<file path="src/rtl/serial_digit_adder.sv">
// Digit-serial add/subtract: one DIGIT-wide ripple slice with a registered carry,
// iterated WIDTH/DIGIT times between a valid/ready input and a valid/ready output.
module serial_digit_adder #(
  parameter int WIDTH = 32,
  parameter int DIGIT = 4
) (
  input  logic             clk,
  input  logic             rst,
  input  logic             in_valid,
  output logic             in_ready,
  input  logic [WIDTH-1:0] a,
  input  logic [WIDTH-1:0] b,
  input  logic             cin,
  input  logic             sub,
  output logic             out_valid,
  input  logic             out_ready,
  output logic [WIDTH-1:0] sum,
  output logic             cout,
  output logic             ovf
);

  localparam int CYCLES = WIDTH / DIGIT;
  localparam int CW     = (CYCLES > 1) ? $clog2(CYCLES) : 1;
  localparam logic [CW-1:0] LAST = CW'(CYCLES - 1);

  generate
    if (WIDTH % DIGIT != 0) begin : g_bad_digit
      $error("serial_digit_adder: WIDTH must be a multiple of DIGIT");
    end
  endgenerate

  typedef enum logic [1:0] {IDLE, RUN, DONE} state_t;

  state_t           state_reg, state_next;
  logic [WIDTH-1:0] a_reg, b_reg, acc_reg, sum_reg;
  logic [WIDTH-1:0] acc_next;
  logic             carry_reg, cout_reg, ovf_reg;
  logic [CW-1:0]    cnt_reg;
  logic [DIGIT:0]   c;
  logic [DIGIT-1:0] dsum;
  logic             last_digit;

  // Ripple slice over the low digit of the operand shift registers.
  assign c[0] = carry_reg;
  for (genvar gi = 0; gi < DIGIT; gi++) begin : g_slice
    assign dsum[gi]  = a_reg[gi] ^ b_reg[gi] ^ c[gi];
    assign c[gi + 1] = (a_reg[gi] & b_reg[gi]) | (c[gi] & (a_reg[gi] ^ b_reg[gi]));
  end

  // New digit enters at the MSB end so the full word is aligned after CYCLES shifts.
  assign acc_next   = (acc_reg >> DIGIT) | (WIDTH'(dsum) << (WIDTH - DIGIT));
  assign last_digit = (cnt_reg == LAST);

  always_ff @(posedge clk) begin
    if (rst) begin
      state_reg <= IDLE;
    end else begin
      state_reg <= state_next;
    end
  end

  always_comb begin
    state_next = state_reg;
    unique case (state_reg)
      IDLE:    if (in_valid)   state_next = RUN;
      RUN:     if (last_digit) state_next = DONE;
      DONE:    if (out_ready)  state_next = IDLE;
      default: state_next = IDLE;
    endcase
  end

  always_comb begin
    in_ready  = 1'b0;
    out_valid = 1'b0;
    if (state_reg == IDLE && !rst) in_ready = 1'b1;
    if (state_reg == DONE)         out_valid = 1'b1;
  end

  always_ff @(posedge clk) begin
    if (rst) begin
      a_reg     <= '0;
      b_reg     <= '0;
      acc_reg   <= '0;
      sum_reg   <= '0;
      carry_reg <= 1'b0;
      cout_reg  <= 1'b0;
      ovf_reg   <= 1'b0;
      cnt_reg   <= '0;
    end else begin
      unique case (state_reg)
        IDLE: begin
          if (in_valid) begin
            a_reg     <= a;
            b_reg     <= sub ? ~b : b;
            carry_reg <= cin ^ sub;
            cnt_reg   <= '0;
          end
        end
        RUN: begin
          a_reg     <= a_reg >> DIGIT;
          b_reg     <= b_reg >> DIGIT;
          carry_reg <= c[DIGIT];
          acc_reg   <= acc_next;
          if (last_digit) begin
            // Visible result only changes here, so it holds through the next RUN.
            sum_reg  <= acc_next;
            cout_reg <= c[DIGIT];
            ovf_reg  <= c[DIGIT] ^ c[DIGIT-1];
          end else begin
            cnt_reg <= cnt_reg + CW'(1);
          end
        end
        default: begin
        end
      endcase
    end
  end

  assign sum  = sum_reg;
  assign cout = cout_reg;
  assign ovf  = ovf_reg;

endmodule

</file>
<file path="config.mk">
export PLATFORM = sky130hd
export DESIGN_NAME = serial_digit_adder
export DESIGN_NICKNAME = d
export VERILOG_FILES = /design/src/rtl/serial_digit_adder.sv
export SDC_FILE = /design/constraint.sdc
export NUM_CORES = 1
export LEC_CHECK = 0
export ABC_AREA = 1
export BUFFER_PORTS_ARGS = -buffer_cell sky130_fd_sc_hd__buf_4
export CAP_MARGIN = 20
export CORE_UTILIZATION = 51
export DETAILED_ROUTE_END_ITERATION = 10
export MAX_ROUTING_LAYER = met4
export PLACE_DENSITY = 0.86
export SYNTH_ARGS = -nofsm -noshare
export SYNTH_HDL_FRONTEND = slang
export SYNTH_SLANG_ARGS = --single-unit
</file>
<file path="constraint.sdc">
create_clock -name clk -period 1.95 [get_ports clk]
set_input_delay 0.2925 -clock clk [delete_from_list [all_inputs] [get_ports clk]]
set_output_delay 0.2925 -clock clk [all_outputs]
set_load 0.01 [all_outputs]
</file>
# Word level (Yosys, flattened, before mapping)
# Index checks and enable logic that the tools add are counted.
# W data, S select, Z words.
[word_totals]
register_bits = 136
out_inout_bits = 36
in_bits = 70
word_cells = 65
[classes]
bitwise_logic = 24
addsub = 1
n_reduce_logical = 8
muxes = 16
n_eq_ne = 7
[ops]
columns = ["cell", "n"]
rows = [
  ["$pmux W32 S2", 2],
  ["$mux W32", 3],
  ["$not A32 Y32", 1],
  ["$or A28 B32 Y32", 1],
  ["$xor A1 B1 Y1", 10],
  ["$and A1 B1 Y1", 8],
  ["$ne A2 B2 Y1 const B", 4],
  ["$mux W2", 3],
  ["$mux W3", 2],
  ["$pmux W2 S3", 1],
  ["$pmux W3 S2", 1],
  ["$reduce_and A3 Y1", 2],
  ["$or A1 B1 Y1", 4],
  ["$reduce_and A2 Y1", 2],
  ["$add A3 B1 Y3 const B", 1],
  ["$eq A3 B3 Y1 const B", 1],
  ["$mux W1", 3],
  ["$eq A2 B1 Y1 const B", 1],
  ["$eq A2 B2 Y1 const B", 1],
  ["$logic_not A2 Y1", 1],
  ["$pmux W1 S2", 1],
  ["$reduce_bool A2 Y1", 1],
  ["$logic_and A1 B1 Y1", 1],
  ["$logic_not A1 Y1", 1],
]

# Longest topological paths before layout
# Gate-level depths: netlist of the first run.
[logic_depth]
depth_word = 10
depth_mapped = 12
mapped_depth_nobuf = 12

# Least setup slack after synthesis of the first run
# OpenSTA, ideal clock, no wires.
[synth_timing]
kind = "register -> register"
startpoint = "register a_reg[0]"
endpoint = "register sum_reg[31], in the netlist sum[31]"
slack_ns = -0.117
t_arrival_ns = 2.002
synth_period_minus_slack_ns = 2.067
path_buffers = 0
setup_ns = 0.064
path_stages_with_launch = 11
t_required_ns = 1.886
cell_sequence = "dfxtp_1 -> fa_1 -> inv_1 -> fa_1 -> inv_1 -> fa_1 -> inv_1 -> fa_1 -> inv_1 -> nor2_1 -> nor2_1"
[synth_between]
elab_chain_cells = 9
elab_cells_between_ends = 10
classes_between = "bitwise (10)"
[synth_lines]
columns = ["element", "line_no", "source"]
rows = [
  ["start, declared", "35", "logic [WIDTH-1:0] a_reg, b_reg, acc_reg, sum_reg;"],
  ["start signal, assigned", "100", "a_reg <= a_reg >> DIGIT;"],
  ["$xor A1 B1 Y1", "47", "assign c[gi + 1] = (a_reg[gi] & b_reg[gi]) | (c[gi] & (a_reg[gi] ^ b_reg[gi]));"],
  ["$and A1 B1 Y1", "47", ""],
  ["$or A1 B1 Y1 (*)", "47", ""],
  ["$and A1 B1 Y1 (*)", "47", ""],
  ["$or A1 B1 Y1 (*)", "47", ""],
  ["$and A1 B1 Y1 (*)", "47", ""],
  ["$or A1 B1 Y1 (*)", "47", ""],
  ["$xor A1 B1 Y1 (*)", "46", "assign dsum[gi] = a_reg[gi] ^ b_reg[gi] ^ c[gi];"],
  ["$or A28 B32 Y32 (*)", "51", "assign acc_next = (acc_reg >> DIGIT) | (WIDTH'(dsum) << (WIDTH - DIGIT));"],
  ["end signal, assigned", "106", "sum_reg <= acc_next;"],
  ["end, declared", "35", ""],
]
# Mark *: on every way between the ends. The rest lies on a longest branch, timed or not.
# A chain may end at the register's enable or synchronous reset.

# Worst setup path after layout of the first run
# Same ends and word-level chain as after synthesis.

==> flow_summary.ini, run 1 <==
[status]
status = finished, violations left
violations = design-rule violations, negative setup slack

[synthesis]
synthAdderAreaFrac = 0.01736
synth_enable_flop_cells = 0
syn_area_um2 = 6056
synth-xor-area-share = 0.005785
synth_seq_area_share = 0.4364
async_flop_share = 0
syn_avg_cell_area_um2 = 6.540
ys_warn_count = 0
synth_compound_area_frac = 0.1081
synth_area_leaders = dfxtp_1 44%, nand2_1 16%, nor2_1 12%
ys_types = 20
syn_nets = 1002
synth.area.mux_share = 0
ys_ff_latch = 132
synth_top_family_by_area = simple AND/OR/NAND/NOR gates
synth_top_area_frac = 0.4364
synthSimpleGateAreaFrac = 0.3316
yosysTopAreaCell = dfxtp_1
ys.flop_type = dfxtp_1
syn_inst = 926

[sta]
setup_tns_ns = -0.4892
finalCritPeriodShare = 1.082
fmax_mhz = 473.9
worstMarginPinSlew_ns = 0.3623
setup_viol = 5
setup_slack_ns = -0.1602
relSlewSlack = 0.7585
report.final.slew_viol_count = 0
finalClockSkew_ns = 0.008696
rsz0062_at_grt = yes
final_hold_viol_count = 0
layout_min_cycle_time_ns = 2.110

[drt]
first_pass_iters = 8
vias_per_cell = 4.971
wl_per_cell_um = 11.87
drt_iter0_drc = 374
wl_um = 13790
antenna_left = 0
num_vias = 5776
drc = 14

[flow_run]
maxCapViolations = 0

[critical_path]
cp.required_ns = 2.30
cp.arrival_ns = 2.46
start_kind = flop
cpMaxStageDelayCell = fa_2
worstPathCellList = fa_2 -> inv_2 -> fa_2 -> inv_2 -> fa_2 -> inv_2 -> fa_2 -> inv_2 -> nor2_2 -> nor2_1
end_kind = flop
crit_type = reg2reg
max_stage_delay_ns = 0.46
path_max_fanout = 2

[grt]
grt_use_met1 = 0.2952
grt.overflow.total = 0
grt_antenna_before_repair = 0
top_usage_layer = met2
grt_pass1_vias = 5479
grt_use_met3 = 0.04702
use_met2 = 0.4126
grt_pass1_wl_um = 24070
grt_max_degree = 94
grt_usage = 0.2453

[final_layout]
utilization = 0.6608
fin_nets = 1082
area_growth_pct = 25.66
drive_gt1_frac = 0.1776
antenna_cells = 0

[clocking]
clock_sinks = 132
cts_tree = yes
htree_levels = 4
cts_hold_buf = 0
cts.clk_slew.worst_paths_ns = 0.06
clk_path_buf_depth = 2
cts_buffers = 17
clk_latency_ns = 0.41
clockRootBuffer = clkbuf_16

[power]
power_leakage_nw = 3.783
ir_drop_mv = 0.5567
p_per_area_nw_per_um2 = 960.2

[place]
port_buffers = 105
place.gp.congestion = 0.7893
dp_hpwl_um = 8704

[hold_path]
min_path_type = in2reg

[floorplan]
io_pins = 106
die-area_um2 = 12310
start_util = 0.5259
num_rows = 39
dieHeight_um = 111.0
die_width_um = 111.0
coreArea_um2 = 11520
power breakdown:
| group | leakage [nW] | switching [mW] | internal, mW |
|---|---|---|---|
| clock | 0.319 | 1.23 | 2.29 |
| combinational | 2.38 | 0.494 | 0.349 |
| sequential | 1.08 | 0.0842 | 2.86 |
| total | 3.78 | 1.81 | 5.50 |
layout by cell type (no fill, tap or decap), drive strengths merged:
cell type,Yosys,final
dfxtp,132,132
nand3,58,58
a21oi,42,42
nor2,188,188
fa,4,4
inv,80,83
buf,35,124
xor2,4,4
o21ai,88,88
clkbuf,28,18
ha,2,2
nand2,265,265
bufinv,0,5
clkinv,0,6
cells by family after synthesis:
| logic type | after synthesis |
|---|---|
| compound gates | 130 |
| fa+ha+maj | 6 |
| flops | 132 |
| simple gates | 511 |
| buf+inv | 143 |
| xor+xnor | 4 |
cells in the mapped netlist, types with 2 or more instances:
| master | n |
|---|---|
| nand3_1 | 58 |
| nor2_1 | 186 |
| o21ai_0 | 60 |
| inv_2 | 4 |
| xor2_1 | 4 |
| buf_4 | 14 |
| nand2_1 | 264 |
| fa_1 | 4 |
| clkbuf_1 | 28 |
| dfxtp_1 | 132 |
| ha_1 | 2 |
| a21oi_1 | 42 |
| buf_1 | 4 |
| buf_2 | 17 |
| o21ai_1 | 27 |
| inv_1 | 76 |
path summary, 6_finish.rpt:
check                    startpoint                      to  slack [ns]  cells after the start
max           a_reg[0]$_SDFFE_PP0P_    sum[31]$_SDFFE_PP0P_       -0.16                     10
min                           a[29]  a_reg[29]$_SDFFE_PP0P_        0.14                      3
max reg2reg   a_reg[0]$_SDFFE_PP0P_    sum[31]$_SDFFE_PP0P_       -0.16                     10
min reg2reg  b_reg[17]$_SDFFE_PP0P_  b_reg[17]$_SDFFE_PP0P_        0.46                      2
metrics by stage:
stage | total power, mW | hold slack, ns | setup WS (ns) | instances | instance area [um^2]
after global placement | 3.796 | 0.4533 | -0.1168 | 1127 | 6913
final | 7.307 | 0.1410 | -0.1602 | 1162 | 7610
after global routing | 7.619 | 0.1354 | -0.2301 | 1162 | 7610
after CTS | 7.332 | 0.1328 | -0.1675 | 1161 | 7596
after floorplan | 3.565 | 0.4359 | -0.04920 | 926 | 6066
after detailed placement | 3.818 | 0.4563 | -0.1459 | 1127 | 6913
area by class of cell:
cell class	count	area, um^2
fill	1000	3906
multi-input combinational	651	2836
sequential	132	2646
timing repair buffer	124	993.5
clock buffer	18	429.2
inverter	80	300.3
clock inverter	14	225.2
tap	143	178.9
layer usage:
metal | part of all wire | vias up | wire length [um]
li1 | - | 3016 | -
met1 | 0.43 | 2582 | 5965
met2 | 0.50 | 155 | 6851
met3 | 0.051 | 23 | 702
met4 | 0.020 | 0 | 272
met5 | 0 | - | 0
repair_timing:
action / in CTS / in global routing
pin swaps: 4 / 1
endpoints found under the setup margin: 5 / 5
setup buffers: 2 / 1
gates resized for setup: 7 / 3
worst max-delay path, delay by kind of cell, from the launching register on:
family | cells | cell delay (ns)
flip-flops | 1 | 0.33
AND/OR/NAND/NOR | 2 | 0.13
adder cells (fa/ha/maj) | 4 | 1.35
buffers and inverters | 4 | 0.25
(Power assumes the default switching activity.)
==> inputs of run 2 (changes only) <==
--- a/config.mk
+++ b/config.mk
@@ -11,7 +11,7 @@
 export CORE_UTILIZATION = 51
 export DETAILED_ROUTE_END_ITERATION = 10
 export MAX_ROUTING_LAYER = met4
-export PLACE_DENSITY = 0.86
+export PLACE_DENSITY_LB_ADDON = 0.3
 export SYNTH_ARGS = -nofsm -noshare
 export SYNTH_HDL_FRONTEND = slang
 export SYNTH_SLANG_ARGS = --single-unit
==> flow_summary.ini, run 2 (synthesis gave the netlist of run 1 again) <==
[critical_path]
max_stage_delay_ns = 0.44
cp.arrival_ns = 2.45
cpMaxStageDelayCell = fa_2
crit_type = reg2reg
end_kind = flop
path_common_cell = fa_2
cp.required_ns = 2.30
r2r_slack_ns = -0.15
path_max_fanout = 2
start_kind = flop
crit_family = adder cells
worstPathCellList = fa_2 -> inv_2 -> fa_2 -> inv_2 -> fa_2 -> inv_2 -> fa_2 -> inv_1 -> nor2_1 -> nor2_1
crit_buf_inv = 4

[clocking]
htree_levels = 4
clk_latency_ns = 0.41
cts_tree = yes
clockRootBuffer = clkbuf_16
clk_path_buf_depth = 2
cts.clk_slew.worst_paths_ns = 0.06
cts_buffers = 17
clock_sinks = 132

[floorplan]
num_rows = 39
die_width_um = 111.0
die-area_um2 = 12310
dieHeight_um = 111.0
start_util = 0.5259
io_pins = 106
coreArea_um2 = 11520

[sta]
report.final.slew_viol_count = 0
setup_viol = 5
finalClockSkew_ns = 0.006624
fmax_mhz = 476.7
layout_min_cycle_time_ns = 2.098
setup_slack_ns = -0.1480
finalCritPeriodShare = 1.076
relSlewSlack = 0.6880
setup_tns_ns = -0.4561
worstMarginPinSlew_ns = 0.4673
final_hold_viol_count = 0
rsz0062_at_grt = yes

[place]
port_buffers = 105
placed_area_um2 = 6948
dp_worst_setup_slack_ns = -0.1617
dp_hpwl_um = 8590
place.gp.congestion = 0.7952

[final_layout]
layout_commonest_cell = nand2_1
area_growth_pct = 25.50
final_cell_mix = 263 x nand2_1, 185 x nor2_1, 129 x dfxtp_1
fillers = 1051
drive_gt1_frac = 0.1749
antenna_cells = 0
fin_nets = 1083
stdcell_area_um2 = 7600

[hold_path]
min_path_type = in2reg

[grt]
grt_max_degree = 76
grt_pass1_vias = 5269
grt.overflow.total = 0
grt_usage = 0.2422
grt_pass1_wl_um = 23710
grt_antenna_before_repair = 0

[drt]
wl_um = 13550
antenna_left = 0
wl_per_cell_um = 11.67
drc = 12
vias_per_cell = 4.905
first_pass_iters = 10
num_vias = 5695
drt_iter0_drc = 498

[power]
p_per_area_nw_per_um2 = 935.6
power_leakage_nw = 3.766
ir_drop_mv = 0.8181

[flow_run]
maxCapViolations = 0

[status]
violations = design-rule violations, negative setup slack
status = finished, violations left
-- run 2: cell types whose count changed in the layout (fill, tap and decap cells not counted), moves of 2 or more --
cell / before / now
clkinv_4: 5 / 1
inv_6: 3 / 0
clkbuf_8: 0 / 2
clkinvlp_4: 0 / 2
-- run 2: what timing repair did --
item,4_1_cts,5_1_grt
endpoints found under the setup margin,5,5
buffers inserted,0,1
resized for setup,7,4
pin swaps,6,3
hold buffers,0,0
-- run 2: layout make-up --
type,count,area [um^2],area share
tap,143,178.9,0.02354
sequential,132,2646,0.3482
multi-input combinational,651,2843,0.3741
inverter,80,300.3,0.03951
clock inverter,9,153.9,0.02025
clock buffer,21,460.4,0.06059
timing repair buffer,125,1017,0.1338
-- run 2: final timing paths --
kind / end / cells past startpoint / start
worst max-delay path: sum[31]$_SDFFE_PP0P_ / 10 / a_reg[0]$_SDFFE_PP0P_
worst min-delay path: state_reg[1]$_SDFFE_PP0P_ / 4 / out_ready
worst max register to register: sum[31]$_SDFFE_PP0P_ / 10 / a_reg[0]$_SDFFE_PP0P_
worst min register to register: b_reg[9]$_SDFFE_PP0P_ / 2 / b_reg[9]$_SDFFE_PP0P_
-- run 2: worst reg2reg max path, stage by stage, from the launching register on --
cell,delay (ns)
dfxtp_2,0.33
fa_2,0.38
inv_2,0.06
fa_2,0.18
inv_2,0.04
fa_2,0.35
inv_2,0.08
fa_2,0.45
inv_1,0.07
nor2_1,0.04
nor2_1,0.08
-- run 2: per-stage QoR --
step,hold slack (ns),instances,utilization,total power [mW]
6_report,0.1392,1161,0.6599,7.110
5_1_grt,0.1469,1161,0.6599,7.438
4_1_cts,0.1282,1160,0.6580,7.142
3_5_place_dp,0.4565,1130,0.6033,3.827
3_3_place_gp,0.4532,1130,0.6033,3.815
2_1_floorplan,0.4359,926,-,3.565
-- run 2: layer usage --
metal  track usage  vias up  share of wire
li1              -     3017              -
met1        0.3009     2539           0.47
met2        0.3895      124           0.47
met3       0.06397       15          0.049
met4       0.06484        0         0.0092
met5             -        -              0
-- run 2: power breakdown --
group / leakage, nW / total [mW] / internal, mW / switching [mW]
logic: 2.39 / 0.846 / 0.354 / 0.492
clock network: 0.295 / 3.32 / 2.19 / 1.13
registers: 1.08 / 2.94 / 2.86 / 0.0825
==> inputs of run 3 (changes only) <==
--- a/config.mk
+++ b/config.mk
@@ -15,3 +15,4 @@
 export SYNTH_ARGS = -nofsm -noshare
 export SYNTH_HDL_FRONTEND = slang
 export SYNTH_SLANG_ARGS = --single-unit
+export TNS_END_PERCENT = 50
==> constraint.sdc (replaced) <==
create_clock -name clk -period 1.95 [get_ports clk]
set_input_delay 0.4875 -clock clk [delete_from_list [all_inputs] [get_ports clk]]
set_output_delay 0.4875 -clock clk [all_outputs]
set_load 0.01 [all_outputs]
==> flow_summary.ini, run 3 (synthesis gave the netlist of run 1 again) <==
[status]
status = finished, violations left
violations = design-rule violations, negative setup slack

[place]
placed_area_um2 = 6907
dp_hpwl_um = 8457
place.gp.congestion = 0.7808
port_buffers = 105

[floorplan]
coreArea_um2 = 11520
die-area_um2 = 12310
dieHeight_um = 111.0
start_util = 0.5259
num_rows = 39
die_width_um = 111.0
io_pins = 106

[final_layout]
final_cell_mix = 264 x nand2_1, 186 x nor2_1, 129 x dfxtp_1
antenna_cells = 0
stdcell_area_um2 = 7513
drive_gt1_frac = 0.1681
fin_nets = 1080
layout_commonest_cell = nand2_1
area_growth_pct = 24.07

[sta]
fmax_mhz = 478.2
layout_min_cycle_time_ns = 2.091
setup_viol = 5
finalCritPeriodShare = 1.072
setup_tns_ns = -0.3098
worstMarginPinSlew_ns = 0.3996
final_hold_viol_count = 0
hold_slack_ns = 0.3387
relSlewSlack = 0.7336
rsz0062_at_grt = yes
finalClockSkew_ns = 0.008072
setup_slack_ns = -0.1412
report.final.slew_viol_count = 0

[drt]
dr_wl_met2_um = 6529
first_pass_iters = 8
antenna_left = 0
top_layer = met4
drc = 20
drt_iter0_drc = 378
vias_per_cell = 4.868
wl_per_cell_um = 11.53
wl_met3_um = 615
wl_um = 13370
num_vias = 5647
wl_met1_um = 6117

[critical_path]
r2r-end = sum[31]$_SDFFE_PP0P_
path_common_cell = fa_2
max_stage_delay_ns = 0.43
start_kind = flop
worstPathCellList = fa_2 -> inv_2 -> fa_2 -> inv_2 -> fa_2 -> inv_2 -> fa_2 -> inv_1 -> nor2_1 -> nor2_1
cpMaxStageDelayCell = fa_2
cp.arrival_ns = 2.44
crit_type = reg2reg
cp.required_ns = 2.30
end_kind = flop
rr_worst_depth = 10
r2r_start = a_reg[0]$_SDFFE_PP0P_
path_max_fanout = 2
r2r_slack_ns = -0.14

[grt]
grt_antenna_before_repair = 0
grt.overflow.total = 0
grt_pass1_wl_um = 23130
grt_max_degree = 94
grt_usage = 0.2373
grt_pass1_vias = 5146

[power]
clockPowerShare = 0.461
power.share.sequential = 0.421
p_sw_mw = 1.733
p_per_area_nw_per_um2 = 929.6
pwr-share-comb = 0.118
ir_drop_mv = 0.6799
switching_share = 0.2481
p_int_mw = 5.252
power_leakage_nw = 3.738
total_power_mw = 6.984

[hold_path]
min_path_type = in2reg
min_path_cells = 2
hold_end = carry_reg$_SDFFE_PP0P_
min_from = rst

[clocking]
cts_hold_buf = 0
cts_buffers = 17
clock_sinks = 132
clk_latency_ns = 0.41
clockRootBuffer = clkbuf_16
cts.clk_slew.worst_paths_ns = 0.06
htree_levels = 4
clk_path_buf_depth = 2
cts_tree = yes
post_cts_buffers = 0

[flow_run]
maxCapViolations = 0
-- run 3: cell types whose count changed in the layout (fill, tap and decap cells not counted), sizes merged --
cell | before | now
clkinv | 3 | 5
inv | 80 | 82
buf | 125 | 122
clkinvlp | 2 | 1
bufinv | 4 | 3
-- run 3: worst max-delay path: cells and delay by family, from the launching register on --
kind	cells	cell delay, ns
adder cells (fa/ha/maj)	4	1.33
buffers and inverters	4	0.23
AND/OR/NAND/NOR	2	0.14
flip-flops	1	0.33
-- run 3: worst max-delay path by stage --
stage,depth (start not counted),startpoint,to
6_report,10,a_reg[0]$_SDFFE_PP0P_,sum[31]$_SDFFE_PP0P_
5_1_grt,10,a_reg[0]$_SDFFE_PP0P_,sum[31]$_SDFFE_PP0P_
4_1_cts,10,a_reg[0]$_SDFFE_PP0P_,sum[31]$_SDFFE_PP0P_
3_5_place_dp,12,b_reg[0]$_SDFFE_PP0P_,carry_reg$_SDFFE_PP0P_
3_3_place_gp,12,b_reg[0]$_SDFFE_PP0P_,carry_reg$_SDFFE_PP0P_
2_1_floorplan,12,b_reg[0]$_SDFFE_PP0P_,carry_reg$_SDFFE_PP0P_
-- run 3: final cells by class --
type / count / area, um^2
Fill cell: 1055 / 4003
Timing Repair Buffer: 122 / 965.9
Clock buffer: 21 / 450.4
Tap cell: 143 / 178.9
Inverter: 80 / 300.3
Sequential cell: 132 / 2646
Clock inverter: 11 / 151.4
Multi-Input combinational cell: 651 / 2820
-- run 3: power by group through the flow --
| stage | sequential [mW] | combinational, mW | clock, mW |
|---|---|---|---|
| after floorplan | 2.97 | 0.592 | 0 |
| after global placement | 2.99 | 0.808 | 0 |
| after detailed placement | 3.00 | 0.819 | 0 |
| after CTS | 2.94 | 0.829 | 3.27 |
| after global routing | 2.96 | 0.959 | 3.41 |
| final | 2.94 | 0.823 | 3.22 |
-- run 3: layer usage --
| layer | vias up | track usage |
|---|---|---|
| met5 | - | - |
| met4 | 0 | 0.06758 |
| met3 | 10 | 0.05249 |
| met2 | 115 | 0.3908 |
| met1 | 2504 | 0.2922 |
| li1 | 3018 | - |
-- run 3: repair_timing --
item,CTS,global route
resized for setup,3,2
hold endpoints to repair,0,0
pin swaps,2,3
endpoints found under the setup margin,5,5
-- run 3: per-stage QoR --
stage / worst slack [ns] / cells / util
after global placement: -0.1171 / 1128 / 0.5997
after global routing: -0.2045 / 1160 / 0.6524
after CTS: -0.1474 / 1160 / 0.6521
final: -0.1412 / 1160 / 0.6524
after floorplan: -0.05206 / 926 / -
after detailed placement: -0.1580 / 1128 / 0.5997
